**config.mk**
```make
export PLATFORM = sky130hd
export DESIGN_NAME = sb_config_loader
export DESIGN_NICKNAME = d
export VERILOG_FILES = /design/src/rtl/sb_config_loader.sv
export SDC_FILE = /design/constraint.sdc
export NUM_CORES = 1
export LEC_CHECK = 0
export BUFFER_PORTS_ARGS = -buffer_cell sky130_fd_sc_hd__buf_4
export CORE_MARGIN = 10
export CORE_UTILIZATION = 61
export CTS_CLUSTER_DIAMETER = 200
export DETAILED_ROUTE_END_ITERATION = 8
export PLACE_DENSITY = 0.86
export RECOVER_POWER = 50
export SKIP_CTS_REPAIR_TIMING = 1
export SYNTH_ARGS = -nofsm -noshare
export SYNTH_HDL_FRONTEND = slang
export SYNTH_SLANG_ARGS = --single-unit
export TNS_END_PERCENT = 1
```
**constraint.sdc**
```tcl
create_clock -name clock -period 3.95 [get_ports clock]
set_input_delay 0.1975 -clock clock [delete_from_list [all_inputs] [get_ports clock]]
set_output_delay 0.1975 -clock clock [all_outputs]
set_load 0.02 [all_outputs]
```
**src/rtl/sb_config_loader.sv**
```systemverilog
// ---------------------------------------------------------------------------
// sb_config_loader
//
// Configuration writer for one switch box. Words arrive over a valid/ready
// stream, are assembled into a shadow register and the whole vector is
// committed to config_out in a single edge, so the switch box never sees a
// partially written configuration.
//
// Build option:
//   SB_CONFIG_PARITY_EN - adds the word_parity input (even parity over
//                         word_in). A word with bad parity aborts the load
//                         into the ERROR state and raises the sticky error
//                         flag. Without the macro the ERROR state does not
//                         exist and error is constant 0.
//
// Parameters:
//   CONFIG_WIDTH  width of the committed configuration vector
//   WORD_WIDTH    width of one stream word
//
// Ports:
//   clock         single clock, rising edge
//   reset         synchronous active-high reset
//   start         one-cycle request to begin / restart a load
//   word_in       stream data word
//   word_valid    word_in is valid
//   word_parity   even parity of word_in (parity build only)
//   word_ready    loader accepts a word this cycle (combinational)
//   config_out    committed configuration to switch box config_in
//   config_valid  config_out holds a completed load
//   busy          load in progress
//   done          one-cycle pulse after commit
//   error         sticky parity error (0 in the default build)
// ---------------------------------------------------------------------------
module sb_config_loader #(
  parameter int CONFIG_WIDTH = 112,
  parameter int WORD_WIDTH   = 8
) (
  input  logic                    clock,
  input  logic                    reset,
  input  logic                    start,
  input  logic [WORD_WIDTH-1:0]   word_in,
  input  logic                    word_valid,
`ifdef SB_CONFIG_PARITY_EN
  input  logic                    word_parity,
`endif
  output logic                    word_ready,
  output logic [CONFIG_WIDTH-1:0] config_out,
  output logic                    config_valid,
  output logic                    busy,
  output logic                    done,
  output logic                    error
);

  localparam int NUM_WORDS = (CONFIG_WIDTH + WORD_WIDTH - 1) / WORD_WIDTH;
  localparam int CNT_W     = $clog2(NUM_WORDS + 1);
  localparam int SHADOW_W  = NUM_WORDS * WORD_WIDTH;
  localparam logic [CNT_W-1:0] LAST_IDX = CNT_W'(NUM_WORDS - 1);

  typedef enum logic [1:0] {
    ST_IDLE  = 2'd0,
    ST_LOAD  = 2'd1
`ifdef SB_CONFIG_PARITY_EN
    ,
    ST_ERROR = 2'd2
`endif
  } state_t;

`ifdef SB_CONFIG_PARITY_EN
  // True when the word plus its parity bit has an even number of ones.
  function automatic logic parity_ok(input logic [WORD_WIDTH-1:0] w, input logic p);
    return ~(^{w, p});
  endfunction
`endif

  state_t                  state_r;
  state_t                  state_nxt_s;
  logic [CNT_W-1:0]        cnt_r;
  logic [SHADOW_W-1:0]     shadow_r;
  logic [SHADOW_W-1:0]     merged_s;
  logic [CONFIG_WIDTH-1:0] config_out_r;
  logic                    config_valid_r;
  logic                    busy_r;
  logic                    done_r;
  logic                    error_r;
  logic                    word_ready_s;
  logic                    hs_s;
  logic                    par_bad_s;
  logic                    commit_s;

  // State register.
  always_ff @(posedge clock) begin
    if (reset) begin
      state_r <= ST_IDLE;
    end else begin
      state_r <= state_nxt_s;
    end
  end

  // Next-state logic; start always wins over a word in the same cycle.
  always_comb begin
    state_nxt_s = state_r;
    case (state_r)
      ST_IDLE: begin
        if (start) begin
          state_nxt_s = ST_LOAD;
        end else begin
          state_nxt_s = ST_IDLE;
        end
      end
      ST_LOAD: begin
        if (start) begin
          state_nxt_s = ST_LOAD;
`ifdef SB_CONFIG_PARITY_EN
        end else if (par_bad_s) begin
          state_nxt_s = ST_ERROR;
`endif
        end else if (commit_s) begin
          state_nxt_s = ST_IDLE;
        end else begin
          state_nxt_s = ST_LOAD;
        end
      end
`ifdef SB_CONFIG_PARITY_EN
      ST_ERROR: begin
        if (start) begin
          state_nxt_s = ST_LOAD;
        end else begin
          state_nxt_s = ST_ERROR;
        end
      end
`endif
      default: begin
        state_nxt_s = ST_IDLE;
      end
    endcase
  end

  // Output / control decode: ready, handshake, parity check, commit detect.
  always_comb begin
    word_ready_s = 1'b0;
    hs_s         = 1'b0;
    par_bad_s    = 1'b0;
    commit_s     = 1'b0;
    if (state_r == ST_LOAD) begin
      word_ready_s = ~start;
    end else begin
      word_ready_s = 1'b0;
    end
    hs_s = word_valid & word_ready_s;
`ifdef SB_CONFIG_PARITY_EN
    par_bad_s = hs_s & ~parity_ok(word_in, word_parity);
`else
    par_bad_s = 1'b0;
`endif
    commit_s = hs_s & ~par_bad_s & (cnt_r == LAST_IDX);
  end

  // Shadow with the current word dropped into its slot; constant slices keep
  // the insert a plain mux per word position.
  always_comb begin
    merged_s = shadow_r;
    for (int k = 0; k < NUM_WORDS; k++) begin
      if (cnt_r == CNT_W'(k)) begin
        merged_s[k*WORD_WIDTH +: WORD_WIDTH] = word_in;
      end else begin
        merged_s[k*WORD_WIDTH +: WORD_WIDTH] = shadow_r[k*WORD_WIDTH +: WORD_WIDTH];
      end
    end
  end

  // Datapath and registered outputs. config_out only moves on commit; bits of
  // the last word above CONFIG_WIDTH are dropped by the slice.
  always_ff @(posedge clock) begin
    if (reset) begin
      cnt_r          <= {CNT_W{1'b0}};
      shadow_r       <= {SHADOW_W{1'b0}};
      config_out_r   <= {CONFIG_WIDTH{1'b0}};
      config_valid_r <= 1'b0;
      busy_r         <= 1'b0;
      done_r         <= 1'b0;
      error_r        <= 1'b0;
    end else begin
      done_r <= 1'b0;
      busy_r <= (state_nxt_s == ST_LOAD);
      if (start) begin
        // error is already 0 while loading, so clearing on every start is safe
        cnt_r    <= {CNT_W{1'b0}};
        shadow_r <= {SHADOW_W{1'b0}};
        error_r  <= 1'b0;
      end else if (par_bad_s) begin
        cnt_r    <= {CNT_W{1'b0}};
        shadow_r <= {SHADOW_W{1'b0}};
        error_r  <= 1'b1;
      end else if (commit_s) begin
        config_out_r   <= merged_s[CONFIG_WIDTH-1:0];
        config_valid_r <= 1'b1;
        done_r         <= 1'b1;
        cnt_r          <= {CNT_W{1'b0}};
        shadow_r       <= {SHADOW_W{1'b0}};
      end else if (hs_s) begin
        shadow_r <= merged_s;
        cnt_r    <= cnt_r + CNT_W'(1);
      end else begin
        cnt_r    <= cnt_r;
        shadow_r <= shadow_r;
      end
    end
  end

  assign word_ready   = word_ready_s;
  assign config_out   = config_out_r;
  assign config_valid = config_valid_r;
  assign busy         = busy_r;
  assign done         = done_r;
`ifdef SB_CONFIG_PARITY_EN
  assign error        = error_r;
`else
  // error_r never sets without the parity check; the port is a constant 0
  assign error        = 1'b0 & error_r;
`endif

endmodule
```
==> impl_metrics.tcl <==
set metrics [dict create \
    core_um2 13880 \
    die_w_um 139.3 \
    ys_top_cells_by_area "dfxtp_1 51%, a21oi_1 13%, nand3_1 12%" \
    worst_pin_slew_ns 2.173 \
    postLayoutCellArea_um2 9674 \
    maxCapViolations 3 \
    cts_tree "yes" \
    gr-total-overflow 0 \
    n_fill_cell 1188 \
    p_seq_share_pct 49.7 \
    layout_min_cycle_time_ns 3.016 \
    syn_inst 1045 \
    worstSetupStartpointType "flip-flop" \
    yosys.area.top_type "dfxtp_1" \
    clkPwrFrac_pct 47.9 \
    synth_edf_count 0 \
    crit_family "buffers and inverters" \
    clk_path_buf_depth 3 \
    place_hpwl_mm 13.21 \
    die_area_um2 19390 \
    io_pins 129 \
    crit_required_ns 4.27 \
    switching_share_pct 20.53 \
    p_switching_mw 0.9307 \
    drc 0 \
    ant_nets 0 \
    synth.top_cells.by_count "223 x dfxtp_1, 218 x a21oi_1, 209 x nand3_1" \
    yosysTopAreaCellShare_pct 51.46 \
    end_kind "flip-flop" \
    setup_viol 0 \
    cp.arrival_ns 3.33 \
    clock_latency_ns 0.50 \
    worstPathCellList "inv_1 -> ha_1 -> nand4b_1 -> o21ai_4 -> clkbuf_1 -> nor2_1" \
    avgSynthCellArea_um2 8.301 \
    grt_use_total_pct 22.59 \
    cts_htree_levels 1 \
    clock-sinks 223 \
    totalWireLength_mm 23.63 \
    fmax_mhz 331.5 \
    status "finished, violations left" \
    ys_seq_elements 223 \
    rsz0062_at_grt "false" \
    num_antenna_cells 0 \
    timing.hold.ws_ns -0.01537 \
    grt_pass1_vias 7467 \
    syn_area_um2 8675 \
    skew_ns 0.01172 \
    via_count 7965 \
    drt-wirelength-per-cell_um 18.65 \
    totalNegativeSetupSlack_ns 0 \
    drive_gt1_share_pct 5.704 \
    ys.flop_type "dfxtp_1" \
    synthArstFlopShare_pct 0 \
    antenna_found_initial 0 \
    violations "hold timing, capacitance limit, slew limit" \
    die_h_um 139.3 \
    critPathKind "flip-flop to flip-flop" \
    first_pass_iters 6 \
    multiInputGateArea_um2 3617 \
    cts-root-buf "clkbuf_16" \
    instances_no_fill 1267 \
    ir_worst_vdd_mv 0.4200 \
    slowest_delay_ns 1.17 \
    synth_nets 1061 \
    io_buffers 127 \
    hold_violations 1 \
    clkTransAtPathRegs_ns 0.06 \
    maxSlewViolCount 189 \
    critPathBufInv 2 \
    finalCritPeriodShare_pct 76.37 \
    start_util_pct 62.49 \
    internal_power_mw 3.602 \
    p_comb_share_pct 2.4 \
    ys_warn_count 0 \
    crit_path_max_fanout 33 \
    yosys.cell_count.top_type "dfxtp_1" \
    viasPerCell 6.287 \
    post_dp_cell_area_um2 9355 \
    ys_seq_area_share_pct 51.46 \
    gp_congestion 0.7840 \
    cts_made_buffers 22 \
    critPathSlowestCell "clkbuf_1" \
    syn2layout_area_growth_pct 11.52 \
    maxSlewHeadroom_pct -44.90 \
    drt_iter0_drc 1182 \
    p_per_area_nw_per_um2 468.5 \
    num-nets-final 1091 \
    power.leakage_nw 2.958 \
    regArea_um2 4464 \
    synth.distinct_cells 30 \
    num_rows 43 \
    placed_cells 1231 \
    grt_pass1_wl_mm 38.29 \
    grt_start_max_net_pins 130 \
    hold_path.class "input port to flip-flop" \
]
[placed cells by master, fill, tap and decap left out, drive strengths merged]
| master | instances |
|---|---|
| dfxtp | 223 |
| a21oi | 218 |
| o21ai | 210 |
| nand3 | 209 |
| clkbuf | 149 |
| buf | 19 |
| mux2i | 9 |
| a211oi | 8 |
| nor2 | 7 |
| nand4b | 4 |
| ha | 4 |
| and4b | 4 |
| inv | 3 |
| nor2b | 3 |
| nand2b | 2 |
| xnor2 | 2 |
| nor3 | 2 |
| bufinv | 2 |
| nand2 | 2 |
| or2 | 1 |
| and2 | 1 |
| nand3b | 1 |
| or3 | 1 |
| conb | 1 |
| clkinvlp | 1 |
| clkinv | 1 |
[stage by stage]
step	setup slack, ns	utilization (%)	total power [mW]	hold slack [ns]
3_5_place_dp	1.469	67.40	2.410	0.4441
3_3_place_gp	1.558	67.40	2.408	0.4370
5_1_grt	0.6707	69.70	4.628	0.0004671
2_1_floorplan	2.408	-	2.372	0.3433
4_1_cts	1.408	72.89	4.539	-0.03017
6_report	0.9335	69.70	4.532	-0.01537
[flip-flops by register name, indices dropped and copies added, names as in the netlist]
| register | flops |
|---|---|
| shadow_r | 104 |
| config_valid | 1 |
| busy | 1 |
| done | 1 |
| cnt_r | 4 |
| config_out | 112 |
[layer usage]
layer	track usage (%)	share of wire, %	wire length (µm)	vias up
met5	0	0	0	-
met4	7.359	2.1	504	0
met3	4.934	8.5	1999	42
met2	36.42	47	11200	340
met1	29.37	42	9920	3797
li1	-	-	-	3786
[cells by family after synthesis]
kind of cell | share of synthesized area [%]
xor gates and xnor gates | 0.2020
muxes | 1.039
other | 0.04323
and+or+nand+nor | 14.12
DFF | 51.46
AOI/OAI and AO/OA | 25.52
buffers and inverters | 7.039
adders and majority gates | 0.5770
[power by group through the flow]
stage | logic, mW | registers (mW) | clock network, mW
2_1_floorplan | 0.0694 | 2.30 | 0
6_report | 0.108 | 2.25 | 2.17
3_5_place_dp | 0.106 | 2.30 | 0
4_1_cts | 0.107 | 2.25 | 2.18
3_3_place_gp | 0.105 | 2.30 | 0
5_1_grt | 0.114 | 2.25 | 2.26
[worst paths after layout]
check                                  from                        end  slack [ns]  cells past startpoint
hold / removal                        start            done$_SDFF_PP0_       -0.02                      2
hold reg to reg   config_valid$_SDFFE_PP0P_  config_valid$_SDFFE_PP0P_        0.45                      2
setup reg to reg      cnt_r[1]$_SDFFE_PP0P_      cnt_r[0]$_SDFFE_PP0P_        0.93                      6
setup / recovery      cnt_r[1]$_SDFFE_PP0P_      cnt_r[0]$_SDFFE_PP0P_        0.93                      6
[area by class of cell]
cell class | instances | area share (%)
inverters | 3 | 0.1164
multi-input cells | 689 | 37.39
repair buffers | 136 | 6.143
clock buffers | 32 | 7.126
clock inverters | 4 | 0.7501
well taps | 180 | 2.328
flip-flops and latches | 223 | 46.15
No activity file was read; power rests on OpenSTA's default activity.
